### src/rtl/serial_subtractor_pkg.sv
// rtl/serial_subtractor_pkg.sv - shared FSM encodings and constants for the bit-serial subtractor
package serial_subtractor_pkg;

    typedef enum logic [1:0] {
        ST_IDLE  = 2'd0,
        ST_SHIFT = 2'd1,
        ST_DONE  = 2'd2
    } sub_state_e;

    // Subtraction is A + ~B + 1, so the carry chain starts at one.
    localparam logic SUB_CIN = 1'b1;

endpackage

### src/rtl/sub_bit_cell.sv
// rtl/sub_bit_cell.sv - one-bit subtract cell producing propagate, generate, difference and carry
// A, B, Cin : operand bits and incoming carry
// p, q      : propagate (A ^ ~B) and generate (A & ~B)
// Diff, Cout: difference bit and outgoing carry
module sub_bit_cell (
    input  logic A,
    input  logic B,
    input  logic Cin,
    output logic p,
    output logic q,
    output logic Diff,
    output logic Cout
);

    logic b_n;

    always_comb begin
        b_n  = ~B;
        p    = A ^ b_n;
        q    = A & b_n;
        Diff = p ^ Cin;
        Cout = q | (p & Cin);
    end

endmodule

### src/rtl/serial_subtractor.sv
// rtl/serial_subtractor.sv - bit-serial two's-complement subtractor, LSB first, start/done handshake
// clk, rst_n          : clock, asynchronous active-low reset
// start, a, b         : request and operands, sampled in IDLE
// busy, done          : SHIFT indicator, one-cycle completion pulse
// diff, borrow_out,
// overflow            : registered result and flags, held until the next final edge
module serial_subtractor
    import serial_subtractor_pkg::*;
#(
    parameter int WIDTH = 8
) (
    input  logic             clk,
    input  logic             rst_n,
    input  logic             start,
    input  logic [WIDTH-1:0] a,
    input  logic [WIDTH-1:0] b,
    output logic             busy,
    output logic             done,
    output logic [WIDTH-1:0] diff,
    output logic             borrow_out,
    output logic             overflow
);

    localparam int CNT_W = (WIDTH > 1) ? $clog2(WIDTH) : 1;
    localparam logic [CNT_W-1:0] CNT_LAST = CNT_W'(WIDTH - 1);

    sub_state_e       state_q, state_d;
    logic [WIDTH-1:0] a_sh_q, a_sh_d;
    logic [WIDTH-1:0] b_sh_q, b_sh_d;
    // Only WIDTH-1 partial bits are stored: the last difference bit goes
    // straight from the cell into diff on the final edge.
    logic [WIDTH-2:0] res_q, res_d;
    logic             carry_q, carry_d;
    logic [CNT_W-1:0] cnt_q, cnt_d;
    logic [WIDTH-1:0] diff_q, diff_d;
    logic             borrow_q, borrow_d;
    logic             ovf_q, ovf_d;

    logic cell_p, cell_q, cell_d, cell_cout;
    // p/q are part of the shared cell interface; the serial path only needs Diff/Cout.
    logic cell_pq_unused;

    sub_bit_cell u_cell (
        .A    (a_sh_q[0]),
        .B    (b_sh_q[0]),
        .Cin  (carry_q),
        .p    (cell_p),
        .q    (cell_q),
        .Diff (cell_d),
        .Cout (cell_cout)
    );

    assign cell_pq_unused = cell_p & cell_q;

    always_comb begin
        state_d  = state_q;
        a_sh_d   = a_sh_q;
        b_sh_d   = b_sh_q;
        res_d    = res_q;
        carry_d  = carry_q;
        cnt_d    = cnt_q;
        diff_d   = diff_q;
        borrow_d = borrow_q;
        ovf_d    = ovf_q;

        case (state_q)
            ST_IDLE: begin
                if (start) begin
                    a_sh_d  = a;
                    b_sh_d  = b;
                    res_d   = '0;
                    carry_d = SUB_CIN;
                    cnt_d   = '0;
                    state_d = ST_SHIFT;
                end
            end
            ST_SHIFT: begin
                a_sh_d  = a_sh_q >> 1;
                b_sh_d  = b_sh_q >> 1;
                res_d   = res_q >> 1;
                res_d[WIDTH-2] = cell_d;
                carry_d = cell_cout;
                cnt_d   = cnt_q + CNT_W'(1);
                if (cnt_q == CNT_LAST) begin
                    diff_d   = {cell_d, res_q};
                    borrow_d = ~cell_cout;
                    // carry_q is the carry into the MSB at this point.
                    ovf_d    = carry_q ^ cell_cout;
                    state_d  = ST_DONE;
                end
            end
            ST_DONE: begin
                state_d = ST_IDLE;
            end
            default: begin
                state_d = ST_IDLE;
            end
        endcase
    end

    always_ff @(posedge clk or negedge rst_n) begin
        if (!rst_n) begin
            state_q  <= ST_IDLE;
            a_sh_q   <= '0;
            b_sh_q   <= '0;
            res_q    <= '0;
            carry_q  <= 1'b0;
            cnt_q    <= '0;
            diff_q   <= '0;
            borrow_q <= 1'b0;
            ovf_q    <= 1'b0;
        end else begin
            state_q  <= state_d;
            a_sh_q   <= a_sh_d;
            b_sh_q   <= b_sh_d;
            res_q    <= res_d;
            carry_q  <= carry_d;
            cnt_q    <= cnt_d;
            diff_q   <= diff_d;
            borrow_q <= borrow_d;
            ovf_q    <= ovf_d;
        end
    end

    assign busy       = (state_q == ST_SHIFT);
    assign done       = (state_q == ST_DONE);
    assign diff       = diff_q;
    assign borrow_out = borrow_q;
    assign overflow   = ovf_q;

endmodule

### config.mk
export PLATFORM = sky130hd
export DESIGN_NAME = serial_subtractor
export DESIGN_NICKNAME = d
export VERILOG_FILES = /design/src/rtl/serial_subtractor_pkg.sv /design/src/rtl/sub_bit_cell.sv /design/src/rtl/serial_subtractor.sv
export SDC_FILE = /design/constraint.sdc
export NUM_CORES = 1
export LEC_CHECK = 0
export BUFFER_PORTS_ARGS = -buffer_cell sky130_fd_sc_hd__buf_2
export CORE_AREA = 8 8 86 88
export CTS_CLUSTER_DIAMETER = 50
export CTS_CLUSTER_SIZE = 25
export DETAILED_ROUTE_END_ITERATION = 6
export DIE_AREA = 0 0 94 96
export PLACE_DENSITY = 0.47
export SETUP_SLACK_MARGIN = 0.5
export SYNTH_ARGS = -nofsm -noshare
export SYNTH_HDL_FRONTEND = slang
export SYNTH_SLANG_ARGS = --single-unit
export TNS_END_PERCENT = 5
### constraint.sdc
create_clock -name clk -period 1.83 [get_ports clk]
set_clock_uncertainty 0.15 [all_clocks]
set_input_delay 0.183 -clock clk [delete_from_list [all_inputs] [get_ports clk]]
set_output_delay 0.183 -clock clk [all_outputs]
set_load 0.05 [all_outputs]
# Yosys cells after proc, flatten, opt, wreduce, memory -nomap -nowiden
# Cells that the tools add are included.
# totals
reg_bits	39
in_bits	19
elab_cells	41
# classes
addsub	1
eq_ne	5
mux	13
bitwise_logic	8
n_reduce_logical	5
# op_table
cell	n
8-bit case mux with 2 select lines	2
8-bit 2-to-1 mux	2
7-bit case mux with 2 select lines	1
7-bit 2-to-1 mux	1
3-bit case mux with 2 select lines	1
2-bit AND reduction	3
2-bit 2-to-1 mux	2
2-bit case mux with 2 select lines	1
3-bit by 1-bit adder with 3-bit output (second input constant)	1
3-bit equality test (second input constant)	1
3-bit 2-to-1 mux	1
1-bit XOR	3
1-bit bitwise AND	2
2-bit by 1-bit equality test with 1-bit output (second input constant)	1
2-bit equality test (second input constant)	1
2-bit zero test	1
2-bit by 1-bit != test with 1-bit output (second input constant)	1
2-bit != test (second input constant)	1
1-bit NOT	2
1-bit case mux with 2 select lines	1
2-bit nonzero test	1
1-bit 2-to-1 mux	1
1-bit OR	1

# Depth between registers and ports, before layout
# logic_depth
depth_word	5
mapped_depth	5
depth_no_buf	4

# Modules after synthesis
# A second synthesis with hierarchy kept.
# unflattened
hier_cells	147
area_unflattened_um2	1724.2
# modules_own_cells
mod	instances	cells_each	area_each_um2	seq_area_each_um2
serial_subtractor	1	140	1672.9	975.9
sub_bit_cell	1	7	51.3	0.0

# Least setup slack after synthesis
# No wires, ideal clock.
# synth_path
kind	register -> output
start	register state_q[1]
end	output done
t_arrival_ns	1.429
t_required_ns	1.497
slack_ns	0.068
stages_incl_launch_ff	3
path_cell_list	dfrtp_1 clkbuf_1 nor2b_1
# synth_via
elab_chain_cells	1
# synth_rtl
item	line	source
start, declared	serial_subtractor.sv:27	sub_state_e state_q, state_d;
start signal, assigned	serial_subtractor.sv:113	state_q <= state_d;
2-bit equality test	serial_subtractor.sv:126	assign done = (state_q == ST_DONE);
end, declared	serial_subtractor.sv:18	output logic done,
# No other way between the ends.

# Worst setup path in the final report
# layout_path
start	register cnt_q[1]
end	register diff_q[0] (netlist: diff[0])
# layout_via
elab_chain_cells	2
# layout_rtl
item	line	source
start, declared	serial_subtractor.sv:34	logic [CNT_W-1:0] cnt_q, cnt_d;
start signal, assigned	serial_subtractor.sv:118	cnt_q <= cnt_d;
3-bit equality test	serial_subtractor.sv:84	if (cnt_q == CNT_LAST) begin
2-bit AND reduction (no line)	-	
end signal, assigned	serial_subtractor.sv:119	diff_q <= diff_d;
end, declared	serial_subtractor.sv:35	logic [WIDTH-1:0] diff_q, diff_d;
# No other way between the ends.
# A chain may end at the register's enable or synchronous reset.

==> metrics.yaml <==
core_um2: 6096
gr-total-overflow: 0
rows: 29
min_path_type: "primary input to flip-flop"
gp_congestion: 0.6830
wl_per_cell_um: 15.61
vias: 1315
fin_nets: 215
tns_ns: 0
cp_slowest_stage_delay_ns: 0.39
p_per_area_nw_per_um2: 1751
clkLatencyLatePin_ns: 0.29
worst-path-stages: 4
worstSetupEndpointType: "flip-flop"
yosysSeqAreaShare: 0.5274
htree_num_levels: 2
startpoint_type: "flip-flop"
period_minus_slack_ns: 1.496
drt_iter0_markers: 19
crit_required_ns: 1.86
die_x_um: 94
clk_pin_slew_ns: 0.07
ys_types: 27
final_cell_mix: "37 x dfrtp_1, 28 x buf_2, 18 x inv_1, 17 x buf_4, 14 x nor4b_1"
finalCritPeriodShare: 0.8173
drv_slew: 0
antenna_found_initial: 0
crit_fanout: 6
drtAntennaViolNets: 0
ys_warn_count: 0
p_leak_nw: 1.148
syn_area_per_cell_um2: 12.76
path_cells: "ha_2 -> ha_4 -> nand3b_4 -> mux2_4"
maxSlewHeadroom: 0.6660
setup_ws_ns: 0.3344
cp_top_family: "flip-flops"
ys_async_sr_fraction: 1.000
layout_commonest_cell: "dfrtp_1"
tritoncts: "yes"
ir_drop_mv: 0.8092
io_buffers: 30
slowest_stage: "dfrtp_1"
worst_pin_slew_ns: 0.5011
setup_viol: 0
dp_hpwl_um: 2636
drc: 0
avgViaCountPerCell: 4.852
worstReg2RegStart: "cnt_q[1]"
grt_max_degree: 40
synth_edf_count: 0
rsz0062_at_grt: "yes"
drive_gt1_frac: 0.4021
cts-root-buf: "clkbuf_8"
clkSinkCount: 39
ios: 31
synth_nets: 167
cap_violations: 0
fp.dieH_um: 96
synth-main-ff-cell: "dfrtp_1"
track_usage: 0.1013
firstDrtPassIters: 4
cts_buffer_depth: 2
die_area_um2: 9024
crit_start: "cnt_q[1]"
area_growth_syn_to_layout_pct: 29.07
max_freq_mhz: 668.6
grt_pass1_wl_um: 7024
postRouteWirelength_um: 4231
rrSetupSlack_ns: 0.33
synth_cells: 145
reg2reg_depth: 4
crit_type: "flip-flop to flip-flop"
start_util: 0.3036
synth_seq_cells: 39
syn-cell-area_um2: 1851
endpoint: "diff[0]"
cp.buffers_inverters: 0
reg2reg_to: "diff[0]"
finalHoldViolCount: 0
n_antenna_cell: 0
post-place-ws_ns: 0.2552
cts_buffers: 5
outcome: "complete, no violations"
arrival_ns: 1.52
grt_pass1_vias: 1452
## per-layer routing
metal / vias to the layer above / part of all wire / global-route usage
met4: 0 / 0.019 / 0.04359
met5: - / 0 / 0
met1: 647 / 0.46 / 0.1212
met3: 10 / 0.067 / 0.03822
met2: 33 / 0.46 / 0.1599
li1: 625 / - / -
## what timing repair did
item | 4_1_cts | 5_1_grt
pin swaps | 1 | 0
hold endpoints to repair | 39 | 0
resized for setup | 15 | 0
setup buffers | 11 | 2
setup endpoints to repair | 40 | 39
gates cloned | 2 | 0
hold buffers | 1 | 0
## cell families after synthesis
kind of cell / count (synthesis) / synth area share
compound gates: 28 / 0.1258
xor+xnor: 1 / 0.004734
fa+ha+maj: 3 / 0.02434
simple gates: 33 / 0.1501
mux: 11 / 0.08519
buf+inv: 30 / 0.08248
flops: 39 / 0.5274
## layout make-up
| type | count | area, um^2 |
|---|---|---|
| repair buffers | 52 | 391.6 |
| fillers | 620 | 3707 |
| flip-flops and latches | 39 | 978.4 |
| inverters | 18 | 67.56 |
| multi-input cells | 77 | 773.2 |
| clock inverters | 1 | 5.005 |
| clock buffers | 7 | 76.32 |
| well taps | 77 | 96.34 |
## stage by stage
stage | instances | utilization | total power [mW] | cell area [um^2] | hold slack [ns]
2_1_floorplan | 145 | - | 2.953 | 1879 | -0.2626
3_3_place_gp | 247 | 0.3428 | 3.283 | 2090 | 0.1189
3_5_place_dp | 247 | 0.3428 | 3.338 | 2090 | 0.1289
4_1_cts | 269 | 0.3894 | 4.208 | 2374 | 0.06525
5_1_grt | 271 | 0.3918 | 4.469 | 2389 | 0.06536
6_report | 271 | 0.3918 | 4.182 | 2389 | 0.06690
## worst min path at each step
stage	cells after the start	slack (ns)	from	end
after floorplan	0	-0.26	rst_n	a_sh_q[0]
after global placement	2	0.12	rst_n	diff[7]
after detailed placement	2	0.13	rst_n	diff[6]
after CTS	3	0.07	a[7]	a_sh_q[7]
after global routing	3	0.07	a[7]	a_sh_q[7]
final	3	0.07	a[7]	a_sh_q[7]
## worst min-delay path, stage by stage
cell and delay, ns:
buf_2 0.09, nand4bb_1 0.09, o311ai_0 0.10
## where the power goes
part	switching [mW]	internal [mW]	leakage, nW
Combinational	1.10	1.02	0.629
Clock	0.292	0.268	0.0422
Sequential	0.245	1.26	0.477
Total	1.64	2.54	1.15
## cell usage after synthesis, drive strengths merged, types with 2 or more instances
cell / instances / area share
a211oi: 13 / 0.053
clkbuf: 3 / 0.0068
nor2b: 2 / 0.0068
ha: 2 / 0.014
nor3b: 13 / 0.053
buf: 9 / 0.039
dfrtp: 39 / 0.53
nor4b: 14 / 0.066
mux2: 11 / 0.085
inv: 18 / 0.037
a22o: 9 / 0.043
## flip-flops by register name, summed over array words and instances, names as in the netlist
signal and flops:
b_sh_q 8, cnt_q 3, a_sh_q 8, overflow 1, borrow_out 1, res_q 7, state_q 2, carry_q 1
diff 8
Note: power is estimated with default switching activity, not from simulation.
